==> config.mk <==
export PLATFORM = sky130hd
export DESIGN_NAME = control_config_campos
export DESIGN_NICKNAME = d
export VERILOG_FILES = /design/src/rtl/control_config_campos.sv
export SDC_FILE = /design/constraint.sdc
export NUM_CORES = 1
export LEC_CHECK = 0
export ABC_AREA = 1
export CORE_MARGIN = 5
export CORE_UTILIZATION = 25
export CTS_CLUSTER_SIZE = 8
export DETAILED_ROUTE_END_ITERATION = 8
export PLACE_DENSITY = 0.38
export SETUP_SLACK_MARGIN = 0.4
export SYNTH_ARGS = -nofsm -noshare
export SYNTH_HDL_FRONTEND = slang
export SYNTH_SLANG_ARGS = --single-unit
==> constraint.sdc <==
create_clock -name clk -period 3.7 [get_ports clk]
set_input_delay 0.74 -clock clk [delete_from_list [all_inputs] [get_ports clk]]
set_output_delay 0.74 -clock clk [all_outputs]
set_load 0.05 [all_outputs]
==> src/rtl/control_config_campos.sv <==
// control_config_campos: configuration sequencer for the time/date field counters.
// Turns raw mode/up/down/exit buttons into a field-select code, single-cycle
// arriba/abajo pulses with hold-to-repeat, and a one-cycle commit strobe.
// Optional inactivity abort is compiled in with macro CFG_TIMEOUT_EN.
// Ports:
//   clk        system clock
//   reset      asynchronous, active-high reset
//   btn_mode   enter edit / advance field (debounced level, async to clk)
//   btn_up     increment request (debounced level)
//   btn_down   decrement request (debounced level)
//   btn_exit   finish editing early (debounced level)
//   field_sel  0 = none, else code of the field being edited
//   arriba     one-cycle increment pulse
//   abajo      one-cycle decrement pulse
//   editing    high while editing
//   commit     one-cycle strobe, edited values are to be written
//   aborted    one-cycle strobe on inactivity exit (no write)
module control_config_campos #(
  parameter int NUM_FIELDS    = 6,
  parameter int REPEAT_DELAY  = 50000000,
  parameter int REPEAT_PERIOD = 13000000,
  parameter int TIMEOUT       = 1000000000
) (
  input  logic       clk,
  input  logic       reset,
  input  logic       btn_mode,
  input  logic       btn_up,
  input  logic       btn_down,
  input  logic       btn_exit,
  output logic [3:0] field_sel,
  output logic       arriba,
  output logic       abajo,
  output logic       editing,
  output logic       commit,
  output logic       aborted
);
  typedef enum logic [1:0] {IDLE, EDIT, COMMIT} state_t;
  typedef enum logic [1:0] {NONE, UP, DN} dir_t;
  localparam logic [31:0] RD = 32'(REPEAT_DELAY);
  localparam logic [31:0] RE = 32'(REPEAT_DELAY + REPEAT_PERIOD);
  state_t state;
  dir_t dir, dir_nx;
  logic [1:0] sm, su, sd, sx;
  logic pm, pu, pd, px;
  logic [31:0] cnt, cnt_inc, cnt_nx;
  logic me, ue, de, xe, both, held, rep, quiet, up_p, dn_p, to;
  assign me = sm[1] & ~pm;
  assign ue = su[1] & ~pu;
  assign de = sd[1] & ~pd;
  assign xe = sx[1] & ~px;
  // dir remembers which button owns the current hold; it is dropped whenever
  // the hold is disturbed so only a fresh rising edge can start pulses again
  always_comb begin
    both = su[1] & sd[1];
    held = dir == UP ? su[1] & ~sd[1] : dir == DN ? sd[1] & ~su[1] : 1'b0;
    cnt_inc = &cnt ? cnt : cnt + 32'd1;
    rep = held & (cnt_inc == RD | cnt_inc == RE);
    quiet = state != EDIT | me | xe | to | both;
    up_p = ~quiet & (ue | (rep & dir == UP));
    dn_p = ~quiet & (de | (rep & dir == DN));
    dir_nx = quiet ? NONE : ue ? UP : de ? DN : held ? dir : NONE;
    cnt_nx = quiet | ue | de | ~held ? '0 : cnt_inc == RE ? RD : cnt_inc;
  end
`ifdef CFG_TIMEOUT_EN
  logic [31:0] idle;
  logic act;
  assign act = me | xe | ue | de | (rep & ~both);
  assign to = state == EDIT & ~act & idle == 32'(TIMEOUT - 1);
  always_ff @(posedge clk or posedge reset)
    if (reset) idle <= '0;
    else idle <= state != EDIT | act ? '0 : idle + 32'd1;
`else
  assign to = 1'b0;
`endif
  always_ff @(posedge clk or posedge reset) begin
    if (reset) begin
      {sm, su, sd, sx, pm, pu, pd, px} <= '0;
      state <= IDLE;
      dir <= NONE;
      cnt <= '0;
      field_sel <= '0;
      {arriba, abajo, editing, commit, aborted} <= '0;
    end else begin
      sm <= {sm[0], btn_mode};
      su <= {su[0], btn_up};
      sd <= {sd[0], btn_down};
      sx <= {sx[0], btn_exit};
      {pm, pu, pd, px} <= {sm[1], su[1], sd[1], sx[1]};
      dir <= dir_nx;
      cnt <= cnt_nx;
      arriba <= up_p;
      abajo <= dn_p;
      commit <= 1'b0;
      aborted <= 1'b0;
      case (state)
        IDLE: if (me) begin
          state <= EDIT;
          field_sel <= 4'd1;
          editing <= 1'b1;
        end
        EDIT: if (xe | (me & field_sel == 4'(NUM_FIELDS))) begin
          state <= COMMIT;
          commit <= 1'b1;
          field_sel <= '0;
          editing <= 1'b0;
        end else if (me) field_sel <= field_sel + 4'd1;
        else if (to) begin
          state <= IDLE;
          aborted <= 1'b1;
          field_sel <= '0;
          editing <= 1'b0;
        end
        default: state <= IDLE;
      endcase
    end
  end
endmodule

==> out/results.txt <==
Worst setup SP type - flop
number of diodes - 0
Seq cells post-synth - 56
Mapped Area - 3490 sq um
Placement Rows - 43
Port Buffers - 13
drt wl/cell - 14.7 um
Pwr Total - 1.36 mW
Layout Utilization - 0.289
Post-CTS Hold Buffers - 0
final setup vio count - 0
Area Growth Syn to Fin - 14.1%
top cell type's share of synthesized area - 0.402
layout cell share with drive strength beyond 1 - 0.0854
CORE AREA - 13800 sq um
Root Driver - clkbuf_16
end point of the critical path - cnt[28]
# nets final - 535
Post-DRT Antenna Nets - 0
buffer depth of the longest clock path - 2
CTS Buf Count - 5
TNS Setup - 0 ps
H-tree Lvls - 2
Reg2Reg Setup Slack - 900 ps
Crit Path Max Fanout - 35
Mapped Nets - 518
status - complete, no violations
Setup Skew - 12.5 ps
Top FF cell, synth - dfrtp_1
Post-CTS Setup Bufs - 0
critical path startpoint - cnt[0]
most numerous cell in the Yosys netlist - nand2_1
Seq/Total Area, Yosys - 0.402
Syn. warnings - 0
Fin Hold WS - 352 ps
cell taking the most area after synthesis - dfrtp_1
antenna violations before repair - 0
number of global-route vias before repair - 2959
fmax - 0.357 GHz
Leakage - 1.82 nW
Max-slew headroom - 0.659
dpl hpwl - 8570 um
GRT Total Usage - 0.132
cells after synthesis - 509
Overflow after GRT - 0
Data arrival, critical path - 2970 ps
DRT Pass-1 Iters - 5
fin crit share - 0.757
via count - 3087
Clock Latency Late Sink - 300 ps
worst slew pin tran - 510 ps
Placer Congestion - 0.847
Die H - 128 um
Initial Utilization - 0.253
die area - 16400 sq um
first-pass GRT wire length - 16500 um
Routed WL - 10400 um
Power Density - 342 nW/um^2
drt drc - 0
RSZ-0062 raised after global routing - no
Setup WS pre-CTS - 951 ps
# IOs - 15
Post-synth EDFFs - 0
setup ws final - 901 ps
Hold WC Path Type - reg -> reg
Hold Fails Final Rpt - 0
Post-synth top cells - 161 x nand2_1, 96 x nor2_1, 62 x inv_1, 56 x dfrtp_1, 30 x nand3_1
synth top area cells - dfrtp_1 40%, nand2_1 17%, nor2_1 10%, inv_1 6.7%, nand3_1 4.3%
Worst IR Drop VDD - 0.000205 V
CTS tree - built
syn_area_per_cell - 6.85 sq um
synth unique cells - 35
DR iter-0 viols - 187
DR vias/cell - 4.37
CP endpoint kind - flop
Worst-path clk slew - 80 ps
post-cts resize count - 0
WP data required - 3870 ps
max-cap violation count - 0
Sink Count - 56
Worst Reg2Reg Path Length in Cells - 14
# fillers - 1579
Crit Path Class - reg -> reg
worst reg2reg path endpoint - cnt[28]
ys async rst share - 1.00
Max Slew Vio Count - 0
pin count of the biggest net entering global routing - 36
reg-to-reg startpoint - cnt[0]
Min Clock Period, post-route - 2800 ps
die width - 128 um
cell type report:
class,instances,area [sq um],share of cell area
Inverter,66,248,0.0623
Clock inverter,3,25.0,0.00629
Timing Repair Buffer,16,153,0.0384
Sequential cell,56,1400,0.352
Clock buffer,5,125,0.0315
Tap cell,180,225,0.0566
Multi-Input combinational cell,381,1800,0.453
cells in the final DEF (no fill, tap or decap), drive strengths merged, types with 4 or more instances in the layout:
master and n:
a21oi 18, nand3 32, clkdlybuf4s50 13, nand3b 6, dfrtp 56, clkbuf 5, xnor2 7, nand2 168
nor2 115, nand4 10, inv 67, xor2 4, o21ai 6
sequential cells by signal, summed over array words and instances, names as in the netlist, 2 cells and up:
name and flops:
cnt 32, dir 2, field_sel 4, sd 2, sm 2, state 2
su 2, sx 2
how the worst min path moves through the flow:
| stage | start | to | slack [ps] | cells after the start |
|---|---|---|---|---|
| floorplan | sd[0] | sd[1] | 330 | 0 |
| global placement | sx[0] | sx[1] | 330 | 0 |
| detailed placement | sm[0] | sm[1] | 330 | 0 |
| CTS | sm[0] | sm[1] | 350 | 0 |
| global route | sm[0] | sm[1] | 370 | 0 |
| finish | sm[0] | sm[1] | 350 | 0 |
power by group:
group	internal, mW	leakage, nW	total (mW)	switching [mW]
clock	0.257	0.0708	0.495	0.239
sequential	0.642	0.744	0.668	0.0259
combinational	0.0613	1.00	0.195	0.134
through the flow:
step,area (sq um),instances
2_1_floorplan,3490,509
3_3_place_gp,3830,699
3_5_place_dp,3830,699
4_1_cts,3980,707
5_1_grt,3980,707
6_report,3980,707
logic make-up (layout without fill, tap and decap cells):
family,Yosys count,after routing,synth area share
AO/OA/AOI/OAI,33,33,0.0585
XOR/XNOR,11,11,0.0276
adder cells (fa/ha/maj),3,3,0.0108
buffers and inverters,72,90,0.0815
flip-flops,56,56,0.402
other,1,1,0.00108
AND/OR/NAND/NOR,333,333,0.419
layer usage:
| metal | GRT usage | wire length, um | vias to the layer above |
|---|---|---|---|
| met3 | 0.0192 | 208 | 5 |
| met2 | 0.216 | 4880 | 33 |
| met1 | 0.185 | 5210 | 1437 |
| li1 | - | - | 1612 |
| met5 | 0 | 0 | - |
| met4 | 0.0293 | 106 | 0 |
critical path: stages, from the launching register on:
cell and delay (ps):
dfrtp_1 460, ha_1 320, inv_2 70, nor2_4 150, nand2_4 100, nor2_8 170
nand2_4 260, nand2_1 210, inv_1 80, nor2_1 100, nand3_1 80, nor2_1 90
nand2_1 110, o21ai_4 380, nor2_2 60
Note: power is estimated with default switching activity, not from simulation.
